**src/rtl/serial_alu_pkg.sv**
```systemverilog
// Shared ALU opcode encoding and sequencer state type for the bit-serial ALU.
package serial_alu_pkg;

  localparam logic [2:0] ALU_AND  = 3'b000;
  localparam logic [2:0] ALU_OR   = 3'b001;
  localparam logic [2:0] ALU_XOR  = 3'b010;
  localparam logic [2:0] ALU_ADD  = 3'b011;
  localparam logic [2:0] ALU_SUB  = 3'b100;
  localparam logic [2:0] ALU_NOR  = 3'b101;
  localparam logic [2:0] ALU_NAND = 3'b110;
  localparam logic [2:0] ALU_PASS = 3'b111;

  typedef enum logic [1:0] {
    IDLE = 2'd0,
    RUN  = 2'd1,
    DONE = 2'd2
  } state_t;

  function automatic logic is_arith(input logic [2:0] op);
    return (op == ALU_ADD) || (op == ALU_SUB);
  endfunction

endpackage

```
**src/rtl/serial_alu_bitslice.sv**
```systemverilog
// One-bit ALU slice: r1 = r2 op r3 with carry chain for ADD/SUB.
module bitSlice
  import serial_alu_pkg::*;
(
  input  logic       r2,
  input  logic       r3,
  input  logic [2:0] ALUop,
  input  logic       c_in,
  output logic       r1,
  output logic       c_out
);

  logic w_b;

  // SUB is a + ~b + 1; the +1 comes from the carry register preset at accept.
  assign w_b = (ALUop == ALU_SUB) ? ~r3 : r3;

  always_comb begin
    r1    = 1'b0;
    c_out = 1'b0;
    case (ALUop)
      ALU_AND:  r1 = r2 & r3;
      ALU_OR:   r1 = r2 | r3;
      ALU_XOR:  r1 = r2 ^ r3;
      ALU_ADD,
      ALU_SUB: begin
        r1    = r2 ^ w_b ^ c_in;
        c_out = (r2 & w_b) | (r2 & c_in) | (w_b & c_in);
      end
      ALU_NOR:  r1 = ~(r2 | r3);
      ALU_NAND: r1 = ~(r2 & r3);
      ALU_PASS: r1 = r2;
      default:  r1 = 1'b0;
    endcase
  end

endmodule

```
**src/rtl/serial_alu.sv**
```systemverilog
// Bit-serial ALU sequencer: shifts operands LSB-first through one bitSlice,
// assembling the result MSB-in over WIDTH cycles.
module serial_alu
  import serial_alu_pkg::*;
#(
  parameter int WIDTH = 8
) (
  input  logic             clk,
  input  logic             rst_n,
  input  logic             start,
  input  logic [WIDTH-1:0] op_a,
  input  logic [WIDTH-1:0] op_b,
  input  logic [2:0]       ALUop,
  output logic             ready,
  output logic             done,
  output logic [WIDTH-1:0] result,
  output logic             c_out,
  output logic             zero
);

  localparam int CW = $clog2(WIDTH);

  state_t           r_state, w_next;
  logic [WIDTH-1:0] r_a, r_b, r_result;
  logic [CW-1:0]    r_cnt;
  logic [2:0]       r_op;
  logic             r_carry;
  logic             w_accept, w_last, w_r1, w_cout;

  assign w_accept = start && ((r_state == IDLE) || (r_state == DONE));
  assign w_last   = (r_cnt == CW'(WIDTH - 1));

  bitSlice u_slice (
    .r1    (w_r1),
    .r2    (r_a[0]),
    .r3    (r_b[0]),
    .ALUop (r_op),
    .c_in  (r_carry),
    .c_out (w_cout)
  );

  always_comb begin
    w_next = r_state;
    case (r_state)
      IDLE:    if (start) w_next = RUN;
      RUN:     if (w_last) w_next = DONE;
      DONE:    w_next = start ? RUN : IDLE;
      default: w_next = IDLE;
    endcase
  end

  always_ff @(posedge clk or negedge rst_n) begin
    if (!rst_n) r_state <= IDLE;
    else        r_state <= w_next;
  end

  always_ff @(posedge clk or negedge rst_n) begin
    if (!rst_n) begin
      r_a      <= '0;
      r_b      <= '0;
      r_op     <= ALU_AND;
      r_cnt    <= '0;
      r_carry  <= 1'b0;
      r_result <= '0;
    end else if (w_accept) begin
      r_a     <= op_a;
      r_b     <= op_b;
      r_op    <= ALUop;
      r_cnt   <= '0;
      r_carry <= (ALUop == ALU_SUB);
    end else if (r_state == RUN) begin
      r_a      <= {1'b0, r_a[WIDTH-1:1]};
      r_b      <= {1'b0, r_b[WIDTH-1:1]};
      r_result <= {w_r1, r_result[WIDTH-1:1]};
      r_carry  <= w_cout;
      // Counter parks at WIDTH-1 on the last bit so it never wraps.
      if (!w_last) r_cnt <= r_cnt + 1'b1;
    end
  end

  assign ready  = (r_state == IDLE) || (r_state == DONE);
  assign done   = (r_state == DONE);
  assign result = r_result;
  assign c_out  = r_carry & is_arith(r_op);
  assign zero   = (r_result == '0);

endmodule

```
**config.mk**
```make
export PLATFORM = sky130hd
export DESIGN_NAME = serial_alu
export DESIGN_NICKNAME = d
export VERILOG_FILES = /design/src/rtl/serial_alu_pkg.sv /design/src/rtl/serial_alu_bitslice.sv /design/src/rtl/serial_alu.sv
export SDC_FILE = /design/constraint.sdc
export NUM_CORES = 1
export LEC_CHECK = 0
export CAP_MARGIN = 10
export CORE_MARGIN = 2
export CORE_UTILIZATION = 40
export DETAILED_ROUTE_END_ITERATION = 8
export MAX_ROUTING_LAYER = met4
export PLACE_DENSITY = 0.7
export SLEW_MARGIN = 10
export SYNTH_ARGS = -nofsm -noshare
export SYNTH_HDL_FRONTEND = slang
export SYNTH_HIERARCHICAL = 1
export SYNTH_SLANG_ARGS = --single-unit
export TNS_END_PERCENT = 10
```
**constraint.sdc**
```tcl
create_clock -name clk -period 1.85 [get_ports clk]
set_input_delay 0.4625 -clock clk [delete_from_list [all_inputs] [get_ports clk]]
set_output_delay 0.4625 -clock clk [all_outputs]
set_load 0.05 [all_outputs]
```
* Word-level counts from Yosys, hierarchy flattened
Cells that the tools add are included.
** Word-level totals
- Flip-flop bits (word level) :: 33
- Bits in latches :: 0
- Bits in writable memories :: 0
- Bits in read-only memories :: 0
- Bits of input ports :: 22
- Output and inout port bits :: 12
- Word-level logic and storage cells :: 64
- Memories kept :: 0
** Operators by class
- $add $sub $neg :: 1
- Multipliers :: 0
- Div/mod/pow operators :: 0
- $lt $le $gt $ge :: 0
- Equality and inequality tests :: 14
- Shift operators :: 0
- Mux-type cells :: 16
- Bitwise operators :: 15
- Reduce and logical (&&, ||, !) cells :: 11
** Operators by type and width (count)
- two-way mux 8 bit :: 4
- == test 3 bit, second input constant :: 6
- two-way mux 3 bit :: 3
- logical NOT 8 bit :: 1
- one-hot mux 1 bit (7 select lines) :: 1
- == test 3 x 2 -> 1 bit, second input constant :: 2
- inequality test 2 bit, second input constant :: 3
- one-hot mux 2 bit (3 select lines) :: 1
- AND reduction 2 bit :: 3
- bitwise AND 1 bit :: 5
- two-way mux 1 bit :: 5
- two-way mux 2 bit :: 2
- NOT 1 bit :: 4
- adder 3 x 1 -> 3 bit, second input constant :: 1
- == test 3 x 1 -> 1 bit, second input constant :: 1
- logical NOT 3 bit :: 1
- OR 1 bit :: 3
- XOR 1 bit :: 3
- == test 2 x 1 -> 1 bit, second input constant :: 1
- == test 2 bit, second input constant :: 1
- logical NOT 2 bit :: 1
- logical OR 1 bit :: 2
- nonzero test 2 bit :: 1
- OR reduction 2 bit :: 1
- logical AND 1 bit :: 1

* Logic depth before layout (Yosys ltp)
Gate-level depths: netlist (run 1).
- Depth in word-level cells :: 8
- Mapped depth :: 8
- Gate-level depth less buffers :: 8

* Modules after synthesis
The synthesis (run 1) kept the hierarchy.
** Modules (own cells, without submodules)
- serial_alu :: instances 1, cells each 167, area each 1473.9 µm², sequential area each 825.8 µm²
- bitSlice :: instances 1, cells each 18, area each 166.4 µm², sequential area each 0.0 µm²

* Worst setup path after synthesis (run 1)
OpenSTA, ideal clock, no wires.
- Path type :: register to output
- Start :: register r_result[5], in the netlist result[5]
- End :: output port zero
- Arrival time :: 1.805 ns
- Data required time :: 1.387 ns
- Slack :: -0.417 ns
- Stages on the path, launching flop included :: 3
- Buffers on the path :: 0
- Path through :: dfrtp_1 or4_1 nor2_1
** Between the ends
- Longest elaborated chain between the ends :: 1
** Ends and longest elaborated chain
- start, declared :: RTL line serial_alu.sv:24 : logic [WIDTH-1:0] r_a, r_b, r_result;
- start signal, assigned :: RTL line serial_alu.sv:74 : r_result <= {w_r1, r_result[WIDTH-1:1]};
- logical NOT 8 bit :: RTL line serial_alu.sv:85 : assign zero = (r_result == '0);
- end, declared :: RTL line serial_alu.sv:18 : output logic zero
No other way between the ends.

* Final worst setup path (run 1)
- Start :: register r_op[0]
- End :: register r_result[7], in the netlist result[7]
** Between the ends
- Longest elaborated chain between the ends :: 5
- Elaborated cells on any way between the ends :: 13
- Classes of those cells :: eq/ne (7); mux (2); bitwise (2); reduce/logical (2)
** Ends and longest elaborated chain
- start, declared :: RTL line serial_alu.sv:26 : logic [2:0] r_op;
- start signal, assigned :: RTL line serial_alu.sv:68 : r_op <= ALUop;
- == test 3 bit :: RTL line serial_alu_bitslice.sv:16, serial_alu_bitslice.sv:21
- two-way mux 1 bit :: RTL line serial_alu_bitslice.sv:16 : assign w_b = (ALUop == ALU_SUB) ? ~r3 : r3;
- XOR 1 bit (2 in a row) :: RTL line serial_alu_bitslice.sv:27 : r1 = r2 ^ w_b ^ c_in;
- one-hot mux 1 bit (7 select lines) * :: RTL line serial_alu_bitslice.sv:21 : case (ALUop)
- named net w_r1 :: RTL line serial_alu.sv:28 : logic w_accept, w_last, w_r1, w_cout;
The timed path passes the listed nets; every way through them passes the cells marked *.
A chain may end at the register's enable or synchronous reset.

==> results.md, run 1 <==
* Arrival @ worst endpoint at ~2300 ps
* Vias in the first global route at roughly 1,200
* CTS max path bufs at 2
* Die area at 0.00463 mm2
* Routed WL per cell at between 10 and 15 um
* WP data required at 2070 ps
* Hold_buf cts at 0
* Fin area at between 0.002 and 0.0025 mm2
* Number of synthesis warnings at 6
* Slew Viols, Final at 0
* Leak at 1.05 nW
* Antenna violations before repair at 0
* Post-CTS Repair Setup Buffers at 0
* WL final at around 3200 um
* Depth of the CTS H-tree at 2
* Port buffer count at 33
* Critical Path Start Type: flip-flop
* Unrepaired setup endpoints after global routing: true
* Top cell type's share of synthesized area at 50.3%
* Leading area contributor after synthesis: dfrtp_1
* Clock period minus worst slack at ~2100 ps
* Worst Skew at 7.37 ps
* Clock latency at the later pin of the worst-skew pair at 280 ps
* Vias per cell at just under 5
* Max IR drop VDD at about 800 uV
* Largest net degree at the start of global routing at 34
* Max_slew headroom at 71.7%
* Sw frac at 41.1%
* Placed Instance Area at 0.00205 mm2
* Antenna cells at 0
* Die H at 68.0 um
* Peak Freq at 487 MHz
* Max_cap viols at 0
* Final cell count without fillers at 274
* Switch Pwr at 1.63 mW
* DRT antenna net count at 0
* Post-synthesis cell type count at 28
* Worst setup EP type: flip-flop
* Violated checks: negative setup slack
* Core area at 0.00397 mm2
* Initial Util at 41.3%
* Seq pwr share at between 30 and 40%
* Cell Area, Synth at 0.00164 mm2
* Buf+Inv Stages, Crit Path at 0
* Sequential area share after synthesis at between 50 and 60%
* Cells after Synth at 185
* Detailed-route via count at around 1,300
* Dpl cells at 266
* Combinational power share at 50.2%
* Status: finished with violations
* Final Hold Fails at 0
* Total power at 3.97 mW
* Rows at 23
* Hold WS at 495 ps
* Iter 0 DRT Violations at 64
* Clock-pin transition on the worst setup and hold timing paths at 70 ps
* Io pins at 34
* Cell repeated most along the worst path: nand2_1
* Clock Power Share at 17.5%
* Crit path largest cell delay at 480 ps
* Remaining DRCs at 0
* Tcrit/Tclk final at 111%
* Path type of the worst min-delay path: reg -> reg
* Post-Syn Nets at around 210
* Crit path max-delay family: multiplexers
* Setup CP Type: reg -> reg
* Layout Nets at 250
* GRT Residual Overflow at 0
* Setup TNS at -356 ps
* GRT Util Overall at 16.3%
* PD cells at between 1500 and 2000 mW/mm2
* Width of the die at between 60 and 70 um
* Worst Path Max Fanout at 2
* Root Buffer: clkbuf_8
* Synth top area cells: dfrtp_1 50%, nand2_1 15%, a31oi_1 4.6%
* Final Core Density at 55.1%
* Detailed Routing Iterations Pass 1 at 4
* Synth Register Bits at 33
* Dpl ws at -250 ps
* TritonCTS Buffers at 5
* CTS tree: done
* Share of cells above drive strength 1 at 16.1%
* Slew of the pin with the lowest slew margin at 425 ps
* Fill cell count at 381
* # setup viols final at 2
* Final WS setup at -204 ps
* Int Power at 2.34 mW
* Clock sinks at 33
* Syn_area_per_cell at 8.87 um2
* Critical-path cell list: nand2b_4 > nor2_4 > xnor2_2 > fa_1 > mux4_2 > mux2i_1 > nand2_1 > nand2_1
* Global-route wire length before repair at 5420 um
* Area delta synth->final at 33.3%
* Slowest CP cell: mux4_2
* Final GP Congestion at a little under 0.8
* DP HPWL at 2220 um
## metal layers
metal	wire, um	global-route usage (%)	part of all wire, %
met4	8	3.75	0.25
met5	0	-	0
met1	1490	20.6	46
met3	107	4.93	3.3
met2	1620	25.8	50
## state kept, by name (all words and copies together) (netlist names)
register,cells
r_a,8
r_b,8
result,8
r_cnt,3
r_op,3
r_state,2
r_carry,1
## cells in the final DEF (no fill, tap or decap), types with 3 or more instances in the layout
| cell type | n |
|---|---|
| a31oi_1 | 12 |
| inv_1 | 9 |
| dfrtp_1 | 33 |
| clkbuf_8 | 6 |
| nor2_1 | 15 |
| nand2_1 | 66 |
| clkdlybuf4s50_1 | 21 |
| buf_4 | 17 |
| o21ai_1 | 3 |
| and2b_1 | 3 |
| buf_12 | 4 |
| nand3_1 | 7 |
| ha_1 | 4 |
## power by group through the flow
stage	Clock (mW)	Sequential, mW	Combinational [mW]
final	0.693	1.28	1.99
after CTS	0.709	1.28	2.02
after global placement	0	1.26	1.89
after detailed placement	0	1.28	1.95
after floorplan	0	1.52	1.16
after global routing	0.746	1.32	2.21
## synth_stat cells
| cell | instances |
|---|---|
| or3b_1 | 1 |
| a31oi_1 | 12 |
| fa_1 | 1 |
| xnor2_1 | 1 |
| a21boi_0 | 1 |
| and2b_1 | 3 |
| a21oi_1 | 1 |
| or4_1 | 2 |
| buf_2 | 5 |
| nand3_1 | 7 |
| inv_1 | 9 |
| nand2_1 | 66 |
| ha_1 | 4 |
| o22a_2 | 1 |
| nand2b_1 | 3 |
| mux2i_1 | 2 |
| clkbuf_1 | 1 |
| clkbuf_2 | 1 |
| a22oi_1 | 2 |
| buf_4 | 2 |
| nand3b_1 | 1 |
| mux4_1 | 2 |
| o21ai_1 | 3 |
| nor2_1 | 17 |
| dfrtp_1 | 33 |
| o21ai_0 | 1 |
| and2_1 | 1 |
| buf_6 | 2 |
## final timing paths
check                      cells after the start  slack, ps         to  startpoint
max in group asynchronous                      2        960     r_b[2]       rst_n
min in group asynchronous                      2        590     r_a[7]       rst_n
min                                            1        500   r_cnt[0]    r_cnt[0]
max reg2reg                                    8       -200  result[7]     r_op[0]
min reg2reg                                    1        500   r_cnt[0]    r_cnt[0]
max                                            8       -200  result[7]     r_op[0]
## cell families (layout without fill, tap and decap cells)
logic type                 count (synthesis)  count (layout)  synth area share, %
buffers and inverters                     20              59                 6.41
xor gates and xnor gates                   1               1                0.534
DFF                                       33              33                 50.3
adders and majority gates                  5               5                 4.27
and+or+nand+nor                          101             101                 25.9
AOI/OAI and AO/OA                         21              21                 8.08
muxes                                      4               4                 4.42
## what timing repair did
| item | 4_1_cts | 5_1_grt |
|---|---|---|
| resized for setup | 7 | 0 |
| pin swaps | 3 | 3 |
| setup endpoints to repair | 3 | 3 |
## worst reg2reg max path: cells and delay by family (launching register included)
family | cells | cell delay (ps)
adder cells (fa/ha/maj) | 1 | 450
AND/OR/NAND/NOR | 4 | 400
multiplexers | 2 | 630
flip-flops | 1 | 390
XOR/XNOR | 1 | 120
## final cells by class
class / instances / area (um2) / share of cell area [%]
clock buffer: 7 / 86.3 / 3.95
clock inverter: 1 / 30.0 / 1.37
inverter: 9 / 33.8 / 1.54
multi-input combinational: 132 / 731 / 33.4
sequential: 33 / 826 / 37.8
tap: 50 / 62.6 / 2.86
timing repair buffer: 42 / 418 / 19.1
(Power assumes the default switching activity.)
==> run 2: changes to the inputs <==
- CORE_ASPECT_RATIO: default -> 1.75
==> run 2 against run 1 <==
Highest routed layer unchanged; critical path depth shrank 5; clock skew shrank 3.0 ps; hold slack gained 1.2 ps; the run still ends with negative setup slack left; global-route usage grew 1.2 points; register-to-register slack gained 70 ps; largest cell class unchanged; utilization grew 0.44 points.
==> results.md, run 2 (synthesized netlist as in run 1, its figures left out) <==
* Detailed-route via count at between 1,000 and 1,500
* Reg2reg end: result[7]
* Violated checks: negative setup slack
* Clock sinks at 33
* TritonCTS Buffers at 5
* FF-to-FF setup slack at -130 ps
* Dpl ws at -212 ps
* Min-Delay Path Depth at 1
* Detailed Routing Iterations Pass 1 at 4
* Unrepaired setup endpoints after global routing: true
* Share of cells above drive strength 1 at around 17%
* Worst Path Max Fanout at 4
* Routed WL per cell at around 12 um
* Fill cell count at 388
* Final WS setup at -146 ps
* Io pins at 34
* Critical Path Start: result[5]
* Reg2reg path depth at 8
* Iter 0 DRT Violations at 47
* DP HPWL at roughly 2300 um
* Final Hold Fails at 0
* Tcrit/Tclk final at 108%
* Layout Nets at 250
* Status: finished with violations
* Vias per cell at 4.89
* Largest net degree at the start of global routing at 36
* Rows at 30
* Die area at 0.00465 mm2
* Worst Setup EP: zero
* Setup CP Type: reg -> out
* Antenna cells at 0
* Initial Util at 42.0%
* WP data required at 1390 ps
* GRT Residual Overflow at 0
* Width of the die at between 50 and 60 um
* Final GP Congestion at 0.735
* Total power at 3.83 mW
* DRT antenna net count at 0
* Path type of the worst min-delay path: reg -> reg
* Arrival @ worst endpoint at 1530 ps
* Depth of the CTS H-tree at 2
* Remaining DRCs at 0
* Slew of the pin with the lowest slew margin at between 400 and 500 ps
* Peak Freq at roughly 500 MHz
* Area delta synth->final at 32.1%
* Max IR drop VDD at 930 uV
* Antenna violations before repair at 0
* Leak at ~1.0 nW
* Port buffer count at 33
* Clock latency at the later pin of the worst-skew pair at 280 ps
* FF-to-FF Start: r_op[0]
* Most frequent cells in the layout: 66 x nand2_1, 33 x dfrtp_1, 21 x clkdlybuf4s50_1
* Global-route wire length before repair at roughly 5900 um
* Hold WS at 496 ps
* Critical Path Start Type: flip-flop
* Clock period minus worst slack at 2000 ps
* Commonest non-fill, non-tap cell in the layout: nand2_1
* WL final at 3330 um
* PD cells at 1770 mW/mm2
* Clock-pin transition on the worst setup and hold timing paths at 70 ps
* GRT Util Overall at between 10% and 20%
* # setup viols final at 2
* Max_cap viols at 0
* CTS tree: done
* Core area at between 0.003 and 0.004 mm2
* Die H at between 80 and 90 um
* Slew Viols, Final at 0
* Setup TNS at -278 ps
* Root Buffer: clkbuf_8
* Worst Skew at 4.34 ps
* CTS max path bufs at 2
* Max_slew headroom at slightly above 70%
* Worst setup EP type: primary output
* Vias in the first global route at 1,265
==> run 2: how the worst min path moves through the flow <==
stage,startpoint,endpoint,slack [ps]
after floorplan,rst_n,r_a[0],170
after global placement,r_cnt[0],r_cnt[0],470
after detailed placement,r_cnt[0],r_cnt[0],480
after CTS,r_cnt[0],r_cnt[0],500
after global routing,r_cnt[0],r_cnt[0],510
final,r_cnt[0],r_cnt[0],500
==> run 2: stage by stage <==
stage	instance area, um2	std cells	utilization [%]
floorplan	1640	185	-
global placement	2050	263	52.6
detailed placement	2050	263	52.6
CTS	2160	271	55.3
global route	2170	272	55.5
finish	2170	272	55.5
==> run 2: what timing repair did <==
action / 4_1_cts / 5_1_grt
setup endpoints to repair: 3 / 3
pin swaps: 5 / 4
setup buffers: 0 / 1
resized for setup: 8 / 0
hold buffers: 0 / 0
==> run 2: final cells by class <==
class / count / area, um2 / share of cell area (%)
timing repair buffer: 42 / 430 / 19.9
clock inverter: 2 / 10.0 / 0.462
tap: 48 / 60.1 / 2.77
clock buffer: 6 / 72.6 / 3.35
sequential: 33 / 826 / 38.1
inverter: 9 / 33.8 / 1.56
multi-input combinational: 132 / 734 / 33.9
==> run 2: where the power goes <==
part,internal (mW),total [mW],switching (mW)
clock network,0.260,0.519,0.258
registers,1.05,1.28,0.224
logic,0.879,2.04,1.16
total,2.19,3.83,1.64
==> run 2: critical path: stages, from the launching register on <==
cell and delay, ps:
dfrtp_1 410, or4_4 550, nor2_2 140, buf_12 150
==> run 2: layer usage <==
metal / track usage [%] / part of all wire, % / up-vias
met1: 22.3 / 41 / 633
met2: 27.7 / 55 / 16
met4: 6.29 / 1.5 / 0
met5: - / 0 / -
met3: 3.04 / 2.4 / 6
li1: - / - / 675
==> run 3: changes to the inputs <==
- PLACE_DENSITY: 0.7 -> 0.68
- REMOVE_ABC_BUFFERS: default -> 1
- clock period: 1.85 -> 1.91 ns (I/O delays scaled with it)
==> run 3 against run 2 <==
Highest routed layer unchanged; critical endpoint unchanged; setup slack improved by 59 ps; wire length rose by 1.9%; die area stayed put; design area increased by 0.63%; clock skew up 1.3 ps; the run still ends with negative setup slack left; count of clock-buffer cells in the layout is 1 higher; cell count grew 0.37%; combinational power decreased by 5%.
==> results.md, run 3 (synthesized netlist as in run 1, its figures left out) <==
* Remaining DRCs at 0
* GRT Residual Overflow at 0
* Reg2reg end: result[7]
* Vias in the first global route at 1,370
* Worst setup EP type: primary output
* TritonCTS Buffers at 5
* Hold WS at 489 ps
* Max_cap viols at 0
* Io pins at 34
* Unrepaired setup endpoints after global routing: true
* Dpl ws at -146 ps
* Slew of the pin with the lowest slew margin at 607 ps
* WP data required at 1430 ps
* Antenna cells at 0
* Root Buffer: clkbuf_8
* FF-to-FF setup slack at -60 ps
* Detailed Routing Iterations Pass 1 at 4
* WL final at 3400 um
* Met1 usage in global routing at about a fifth
* DP HPWL at 2430 um
* Slowest CP cell: or4_1
* Critical Path Start: result[5]
* Arrival @ worst endpoint at 1520 ps
* Crit path largest cell delay at 540 ps
* PD cells at around 1700 mW/mm2
* Width of the die at 52.4 um
* Clock sinks at 33
* Routed WL per cell at 12.4 um
* Final GP Congestion at 0.738
* Layout Nets at around 250
* Depth of the CTS H-tree at 2
* GRT Util Overall at 17.7%
* Buf+Inv Stages, Crit Path at 1
* Total power at 3.76 mW
* Share of cells above drive strength 1 at 17.3%
* Initial Util at a little over two fifths
* Critical Path Start Type: flip-flop
* # setup viols final at 2
* Iter 0 DRT Violations at 17
* Clock period minus worst slack at 2000 ps
* Antenna violations before repair at 0
* Clock latency at the later pin of the worst-skew pair at 280 ps
* Clock-pin transition on the worst setup and hold timing paths at 70 ps
* WP depth at 3
* Vias per cell at 4.94
* Max_slew headroom at 59.5%
* M2 GR Usage at 30.9%
* Core area at 0.00390 mm2
* Detailed-route via count at 1,349
* Global-route wire length before repair at 5910 um
* Area delta synth->final at 33.0%
* Worst Skew at 5.67 ps
* Die H at 88.7 um
* Status: finished with violations
* Setup CP Type: reg -> out
* Die area at around 0.0046 mm2
* Violated checks: negative setup slack
* Fill cell count at 377
* Worst Path Max Fanout at 4
* CTS tree: done
* CTS max path bufs at 2
* Busiest grt layer: met2
* Routing usage on met3 at under 10%
* Fin area at 0.00218 mm2
* Critical-path cell list: or4_1 > nor2_2 > buf_12
* Commonest non-fill, non-tap cell in the layout: nand2_1
* Hold_buf cts at 0
* Peak Freq at 501 MHz
* FF-to-FF Start: r_op[0]
* Final Hold Fails at 0
* Tcrit/Tclk final at 105%
* Most frequent cells in the layout: 66 x nand2_1, 33 x dfrtp_1, 21 x clkdlybuf4s50_1
* Largest net degree at the start of global routing at 36
* Port buffer count at 33
* Leak at 1.06 nW
* Placed Instance Area at 0.00205 mm2
* Crit path max-delay family: simple AND/OR/NAND/NOR gates
* Rows at 30
* Path type of the worst min-delay path: reg -> reg
* DRT antenna net count at 0
* Hold Crit Start: r_cnt[0]
* Reg2reg path depth at 8
* Final WS setup at -87.7 ps
* Max IR drop VDD at 1020 uV
* Slew Viols, Final at 0
* Worst Setup EP: zero
run 3: changes by cell type in the layout (fill, tap and decap cells not counted):
cell	previous run	this run
buf_4	16	18
buf_12	5	4
clkinv_2	2	1
clkbuf_8	5	7
clkbuf_1	1	0
run 3: final cells by class:
cell class              instances  area (um2)  area share (%)
repair buffers                 43         425            19.5
multi-input cells             132         734            33.7
well taps                      48        60.1            2.75
clock inverters                 1        5.00           0.229
clock buffers                   7        96.3            4.42
inverters                       9        33.8            1.55
flip-flops and latches         33         826            37.9
run 3: layer usage:
metal | vias up | wire [um]
li1 | 679 | -
met4 | 0 | 60
met5 | - | 0
met2 | 17 | 1950
met3 | 4 | 90
met1 | 649 | 1290
run 3: through the flow:
| step | TNS [ps] | util [%] | std cells |
|---|---|---|---|
| floorplan | -816 | - | 174 |
| global placement | -105 | 52.4 | 264 |
| detailed placement | -146 | 52.4 | 264 |
| CTS | -214 | 55.9 | 273 |
| global route | -320 | 55.9 | 273 |
| finish | -150 | 55.9 | 273 |
run 3: timing repair:
action	in CTS	in global routing
resized for setup	10	0
buffers inserted	1	0
endpoints found under the setup margin	3	3
pin swaps	4	4
run 3: worst min path at each step:
stage                     slack (ps)  depth (start not counted)         to
after floorplan                  180                          0     r_a[0]
after global placement           470                          2     r_b[0]
after detailed placement         480                          1   r_cnt[0]
after CTS                        490                          1   r_cnt[0]
after global routing             530                          2  result[0]
final                            490                          1   r_cnt[0]
run 3: power by group:
part	internal [mW]	leakage [nW]	switching (mW)
Combinational	0.837	0.592	1.10
Sequential	1.02	0.411	0.221
Clock	0.326	0.0542	0.254
Total	2.18	1.06	1.58
